**config.mk**
```make
export PLATFORM = sky130hd
export DESIGN_NAME = vdma_irq_responder
export DESIGN_NICKNAME = d
export VERILOG_FILES = /design/src/rtl/vdma_irq_pkg.sv /design/src/rtl/vdma_rr_arbiter.sv /design/src/rtl/vdma_irq_responder.sv
export SDC_FILE = /design/constraint.sdc
export NUM_CORES = 1
export LEC_CHECK = 0
export CORE_UTILIZATION = 51
export DETAILED_ROUTE_END_ITERATION = 12
export HOLD_SLACK_MARGIN = 0.02
export PLACE_DENSITY = 0.95
export RECOVER_POWER = 50
export SKIP_CTS_REPAIR_TIMING = 1
export SYNTH_ARGS = -nofsm -noshare
export SYNTH_HDL_FRONTEND = slang
export SYNTH_SLANG_ARGS = --single-unit
```
**constraint.sdc**
```tcl
create_clock -name sys_clk_i -period 7.7 [get_ports sys_clk_i]
set_clock_uncertainty 0.1 [all_clocks]
set_input_delay 0.77 -clock sys_clk_i [delete_from_list [all_inputs] [get_ports sys_clk_i]]
set_output_delay 0.77 -clock sys_clk_i [all_outputs]
set_load 0.02 [all_outputs]
```
**src/rtl/vdma_irq_pkg.sv**
```systemverilog
// Shared constants for the VDMA interrupt responder: FSM state encoding,
// interrupt source IDs and the default source count.
package vdma_irq_pkg;

    localparam int unsigned NUM_SRC_DEF = 5;
    localparam int unsigned SRC_ID_W    = 3;
    localparam int unsigned STATE_W     = 3;
    localparam int unsigned SETTLE_W    = 4;

    // FSM state encoding
    localparam logic [STATE_W-1:0] ST_IDLE   = 3'd0;
    localparam logic [STATE_W-1:0] ST_ARB    = 3'd1;
    localparam logic [STATE_W-1:0] ST_NOTIFY = 3'd2;
    localparam logic [STATE_W-1:0] ST_CLEAR  = 3'd3;
    localparam logic [STATE_W-1:0] ST_SETTLE = 3'd4;

    // Interrupt source IDs (bit index into status / clear vectors)
    localparam logic [SRC_ID_W-1:0] SRC_FRAME_END            = 3'd0;
    localparam logic [SRC_ID_W-1:0] SRC_BUFF_ADDR_FIFO_FULL  = 3'd1;
    localparam logic [SRC_ID_W-1:0] SRC_BUFF_ADDR_FIFO_EMPTY = 3'd2;
    localparam logic [SRC_ID_W-1:0] SRC_FRAME_SIZE_FIFO_FULL = 3'd3;
    localparam logic [SRC_ID_W-1:0] SRC_FRAME_SIZE_FIFO_EMPTY= 3'd4;

endpackage

```
**src/rtl/vdma_rr_arbiter.sv**
```systemverilog
// Combinational round-robin picker: first requester after i_last, wrapping
// from NUM_SRC-1 back to 0.
module vdma_rr_arbiter
    import vdma_irq_pkg::*;
#(
    parameter int unsigned NUM_SRC = NUM_SRC_DEF,
    parameter int unsigned IDX_W   = 3
) (
    input  logic [NUM_SRC-1:0] i_req,
    input  logic [IDX_W-1:0]   i_last,
    output logic [IDX_W-1:0]   o_gnt,
    output logic               o_any
);

    int w_idx;

    // Scan from farthest to nearest so the nearest requester wins
    always_comb begin
        o_gnt = '0;
        o_any = 1'b0;
        w_idx = 0;
        for (int k = int'(NUM_SRC); k >= 1; k--) begin
            w_idx = (int'(i_last) + k) % int'(NUM_SRC);
            if (i_req[IDX_W'(w_idx)]) begin
                o_gnt = IDX_W'(w_idx);
                o_any = 1'b1;
            end
        end
    end

endmodule

```
**src/rtl/vdma_irq_responder.sv**
```systemverilog
// Hardware interrupt responder: round-robin services pending VDMA interrupt
// sources over a valid/ready handshake, issuing one clear pulse per event.
// Optional per-source serviced-event counters: define VDMA_IRQ_RESP_STATS_EN.
module vdma_irq_responder
    import vdma_irq_pkg::*;
#(
    parameter int unsigned NUM_SRC       = NUM_SRC_DEF,
    parameter int unsigned SETTLE_CYCLES = 3,
    parameter int unsigned CNT_W         = 16
) (
    input  logic                     sys_clk_i,
    input  logic                     rstn_i,
    input  logic                     enable_i,
    input  logic                     interrupt_i,
    input  logic [NUM_SRC-1:0]       status_reg_i,
    input  logic [NUM_SRC-1:0]       interrupt_overflow_i,
    input  logic [NUM_SRC-1:0]       src_mask_i,
    output logic [NUM_SRC-1:0]       interrupt_clear_o,
    output logic                     evt_valid_o,
    output logic [SRC_ID_W-1:0]      evt_src_o,
    input  logic                     evt_ready_i,
    output logic [NUM_SRC*CNT_W-1:0] evt_count_o,
    output logic                     busy_o,
    output logic                     overflow_seen_o
);

    localparam int unsigned IDX_W = (NUM_SRC > 1) ? $clog2(NUM_SRC) : 1;

    logic [STATE_W-1:0]  r_state,      w_state_nxt;
    logic [IDX_W-1:0]    r_cur_src,    w_cur_src_nxt;
    logic [IDX_W-1:0]    r_last_src,   w_last_src_nxt;
    logic [SETTLE_W-1:0] r_settle_cnt, w_settle_nxt;
    logic [NUM_SRC-1:0]  r_clear,      w_clear_nxt;
    logic                r_evt_valid,  w_evt_valid_nxt;
    logic [SRC_ID_W-1:0] r_evt_src,    w_evt_src_nxt;
    logic                r_busy,       w_busy_nxt;
    logic                r_ovf;

    logic [NUM_SRC-1:0]  w_pend;
    logic [IDX_W-1:0]    w_gnt;
    logic                w_any;

    assign w_pend = status_reg_i & src_mask_i;

    vdma_rr_arbiter #(
        .NUM_SRC (NUM_SRC),
        .IDX_W   (IDX_W)
    ) u_arb (
        .i_req  (w_pend),
        .i_last (r_last_src),
        .o_gnt  (w_gnt),
        .o_any  (w_any)
    );

    // Next-state and next-output logic
    always_comb begin
        w_state_nxt    = r_state;
        w_cur_src_nxt  = r_cur_src;
        w_last_src_nxt = r_last_src;
        w_settle_nxt   = r_settle_cnt;
        w_clear_nxt    = '0;
        w_evt_src_nxt  = r_evt_src;

        case (r_state)
            ST_IDLE: begin
                if (enable_i && interrupt_i && (|w_pend)) begin
                    w_state_nxt = ST_ARB;
                end
            end
            ST_ARB: begin
                if (w_any) begin
                    w_cur_src_nxt  = w_gnt;
                    w_last_src_nxt = w_gnt;
                    w_evt_src_nxt  = SRC_ID_W'(w_gnt);
                    w_state_nxt    = ST_NOTIFY;
                end else begin
                    w_state_nxt    = ST_IDLE;
                end
            end
            ST_NOTIFY: begin
                if (evt_ready_i) begin
                    w_clear_nxt = NUM_SRC'(1) << r_cur_src;
                    w_state_nxt = ST_CLEAR;
                end
            end
            ST_CLEAR: begin
                w_settle_nxt = SETTLE_W'(SETTLE_CYCLES);
                w_state_nxt  = ST_SETTLE;
            end
            ST_SETTLE: begin
                w_settle_nxt = r_settle_cnt - SETTLE_W'(1);
                // Last settle cycle: controller status now reflects the clear
                if (r_settle_cnt <= SETTLE_W'(1)) begin
                    w_state_nxt = (enable_i && (|w_pend)) ? ST_ARB : ST_IDLE;
                end
            end
            default: begin
                w_state_nxt = ST_IDLE;
            end
        endcase

        w_evt_valid_nxt = (w_state_nxt == ST_NOTIFY);
        w_busy_nxt      = (w_state_nxt != ST_IDLE);
    end

    // State and registered outputs
    always_ff @(posedge sys_clk_i or negedge rstn_i) begin
        if (!rstn_i) begin
            r_state      <= ST_IDLE;
            r_cur_src    <= '0;
            r_last_src   <= IDX_W'(NUM_SRC - 1);
            r_settle_cnt <= '0;
            r_clear      <= '0;
            r_evt_valid  <= 1'b0;
            r_evt_src    <= '0;
            r_busy       <= 1'b0;
            r_ovf        <= 1'b0;
        end else begin
            r_state      <= w_state_nxt;
            r_cur_src    <= w_cur_src_nxt;
            r_last_src   <= w_last_src_nxt;
            r_settle_cnt <= w_settle_nxt;
            r_clear      <= w_clear_nxt;
            r_evt_valid  <= w_evt_valid_nxt;
            r_evt_src    <= w_evt_src_nxt;
            r_busy       <= w_busy_nxt;
            r_ovf        <= r_ovf | (|interrupt_overflow_i);
        end
    end

    assign interrupt_clear_o = r_clear;
    assign evt_valid_o       = r_evt_valid;
    assign evt_src_o         = r_evt_src;
    assign busy_o            = r_busy;
    assign overflow_seen_o   = r_ovf;

`ifdef VDMA_IRQ_RESP_STATS_EN
    logic [NUM_SRC*CNT_W-1:0] r_cnt;

    // Saturating per-source count, bumped while the clear pulse is out
    always_ff @(posedge sys_clk_i or negedge rstn_i) begin
        if (!rstn_i) begin
            r_cnt <= '0;
        end else if (r_state == ST_CLEAR) begin
            for (int unsigned i = 0; i < NUM_SRC; i++) begin
                if ((IDX_W'(i) == r_cur_src) && (r_cnt[i*CNT_W +: CNT_W] != {CNT_W{1'b1}})) begin
                    r_cnt[i*CNT_W +: CNT_W] <= r_cnt[i*CNT_W +: CNT_W] + CNT_W'(1);
                end
            end
        end
    end

    assign evt_count_o = r_cnt;
`else
    assign evt_count_o = '0;
`endif

endmodule

```
==> summary.txt <==
Clock network
  • Clock-pin slew on the worst setup and hold paths: 0.07 ns
  • Depth of the CTS H-tree: 1
  • Clock Latency Late Sink: 0.25 ns
  • Clock buffer depth: 2
  • CTS Buf Count: 3
  • Clk sinks: 19
  • CTS tree: done
  • CTS root buffer: clkbuf_8

Synth
  • Post-synthesis cell type count: 75
  • Synth area leaders: buf_4 18%, dfrtp_1 13%, ha_1 10%, nand2_1 4.3%, a21oi_1 3.4%
  • Yosys reg bits: 19
  • Leading area contributor after synthesis: buf_4
  • Cells after synthesis: 434
  • Yosys warning total: 0
  • EDFF count, synth: 0
  • Synth Flop Type: dfrtp_1
  • Syn Area/Cell: 7.77 um^2
  • Area share of the largest cell type after synthesis: 18.3%
  • Post-Synthesis Cell Area: 3370 um^2
  • Async SR Flop Fraction: 100%
  • Seq/Total Area, Yosys: 14.1%

Die
  • Chip width: 83.3 um
  • IO Count: 111
  • Core area: 6350 um^2
  • Die height: 83.3 um
  • DIE AREA: 6940 um^2
  • Initial core utilization: 53.1%
  • Row count: 29

STA
  • Setup violations, final: 0
  • Min Tclk post-route: 5.41 ns
  • Setup total negative slack: 0 ns
  • Slew HR: 44.9%
  • Count of pins over their slew limit: 0
  • Fin crit share: 70.3%
  • Fmax: 185 MHz
  • RSZ-0062 raised after global routing: false
  • Fin. Hold Viols: 0
  • Slew @ Worst Pin: 0.823 ns

Drt
  • Vias: 2948
  • Via/cell ratio: 5.60
  • DR DRC count: 0
  • Detailed Route WL: 7.36 mm
  • Total iterations of the first detailed-routing run: 7
  • DR WL/cell: 14.0 um
  • Iter 0 DRT Violations: 303
  • Routed Antenna Nets: 0

Setup path
  • Start point of the critical path: r_last_src[1]
  • R2R cell count: 18
  • Worst R2R Setup Slack: 2.29 ns
  • Setup crit end: busy_o
  • Crit path DAT: 5.43 ns
  • Crit path kind: reg -> reg
  • Critical Path RT: 7.72 ns
  • Critical R2R Capture: busy_o
  • Crit Reg-Reg Startpoint: r_last_src[1]
  • Kind of start point of the critical path: flop
  • Crit end category: flop
  • Critical-path maximum fanout: 13

Cells and area
  • Number of fill cells in the layout: 601
  • Seq. cell area: 477 um^2
  • Final nets: 498
  • Area delta synth->final: 1.56%
  • Share of layout cells above drive strength 1: 7.35%
  • Fin util: 53.9%
  • Antenna diodes: 0
  • Most frequent cells in the layout: 80 x conb_1, 39 x nand2_1, 28 x ha_1, 28 x clkdlybuf4s50_1, 27 x nor2_1
  • Leading cell type in the layout, fill and taps excluded: conb_1
  • Multi-input logic area: 2390 um^2

Global routing
  • Total track usage: 20.6%
  • Gr ovfl total: 0
  • Largest net degree at the start of global routing: 30
  • Initial antenna violation count: 0
  • Vias in the first global route: 2649
  • First-pass GRT wire length: 12.0 mm

Power
  • Worst vdd ir: 296 uV
  • Sw power: 1040 uW
  • Clock power frac: 3.6%
  • Logic pwr share: 86.4%
  • Switching Share: 56.1%
  • Total power: 1860 uW
  • Internal cell power: 818 uW
  • Flop pwr share: 10.0%
  • Leakage: 0.00157 uW
  • Power Density: 544 nW/um^2

Placed design
  • Detailed Place HPWL: 5.74 mm
  • IO buf count: 30
  • GP Congestion: 0.942

Outcome
  • Run status: completed

Flow run
  • Max Cap Viol: 0

Min path
  • Worst Hold Class: reg -> reg
-- critical path, stage by stage (launching register included) --
cell and delay (ns):
dfrtp_1 0.65, inv_1 0.31, ha_1 0.38, xnor2_1 0.29, inv_1 0.19, ha_1 0.27, or3b_2 0.48, o22ai_1 0.16
nor2_1 0.09, inv_1 0.09, ha_1 0.14, o22ai_1 0.09, o21ai_2 0.24, mux2_2 0.40, mux4_2 0.23, o22ai_1 0.11
or4b_4 0.61, a2111oi_4 0.38, a21oi_2 0.04
-- final cells by class --
type                    instances  area share, %
repair buffers                 31           8.99
flip-flops and latches         19           13.9
well taps                      77           2.81
multi-input cells             367           69.9
clock buffers                   4           1.32
inverters                      28           3.07
-- how the worst min path moves through the flow --
stage	startpoint	end	slack, ns	cells after the start
2_1_floorplan	rstn_i	busy_o	0.37	0
3_3_place_gp	overflow_seen_o	overflow_seen_o	0.37	2
3_5_place_dp	overflow_seen_o	overflow_seen_o	0.40	2
4_1_cts	overflow_seen_o	overflow_seen_o	0.41	2
5_1_grt	overflow_seen_o	overflow_seen_o	0.44	2
6_report	overflow_seen_o	overflow_seen_o	0.40	2
-- metrics by stage --
stage	cell area (um^2)	hold WS (ns)	setup WS, ns	instances
after global placement	3380	0.367	2.67	522
after CTS	3420	0.413	2.44	526
after global routing	3420	0.440	1.92	526
after floorplan	3670	0.374	2.45	513
final	3420	0.403	2.29	526
after detailed placement	3380	0.397	2.44	522
-- flip-flops by register name, indices dropped and copies added (netlist names) --
register,count
busy_o,1
r_state,3
evt_valid_o,1
r_last_src,3
interrupt_clear_o,5
evt_src_o,1
overflow_seen_o,1
r_settle_cnt,4
-- per-layer routing --
metal  routed length (um)  GRT usage, %  part of all wire [%]
met3                  677          2.49                   9.2
met2                 3550          35.1                    48
met5                    0             0                     0
met4                  113          5.80                   1.5
met1                 3020          27.3                    41
-- cell usage after synthesis, drive strengths merged, types with 9 or more instances --
master	count
buf	88
nand2	39
ha	28
inv	27
nor2	27
a21oi	25
o21ai	23
dfrtp	18
and2	12
clkbuf	11
mux2i	10
nor3	10
nand3	9
-- cells by family after synthesis --
kind of cell	share of synthesized area, %
AOI/OAI and AO/OA	22.7
xor gates and xnor gates	3.34
adders and majority gates	10.4
buffers and inverters	23.7
DFF	14.1
muxes	6.86
other	0.111
and+or+nand+nor	18.8
-- power groups by stage --
stage	sequential (uW)	combinational, uW	clock (uW)
detailed placement	188	1570	0
CTS	185	1580	69.3
floorplan	164	1310	0
global placement	183	1510	0
finish	186	1610	66.6
global route	193	1750	72.0
Power figures use the tool's default switching activity.
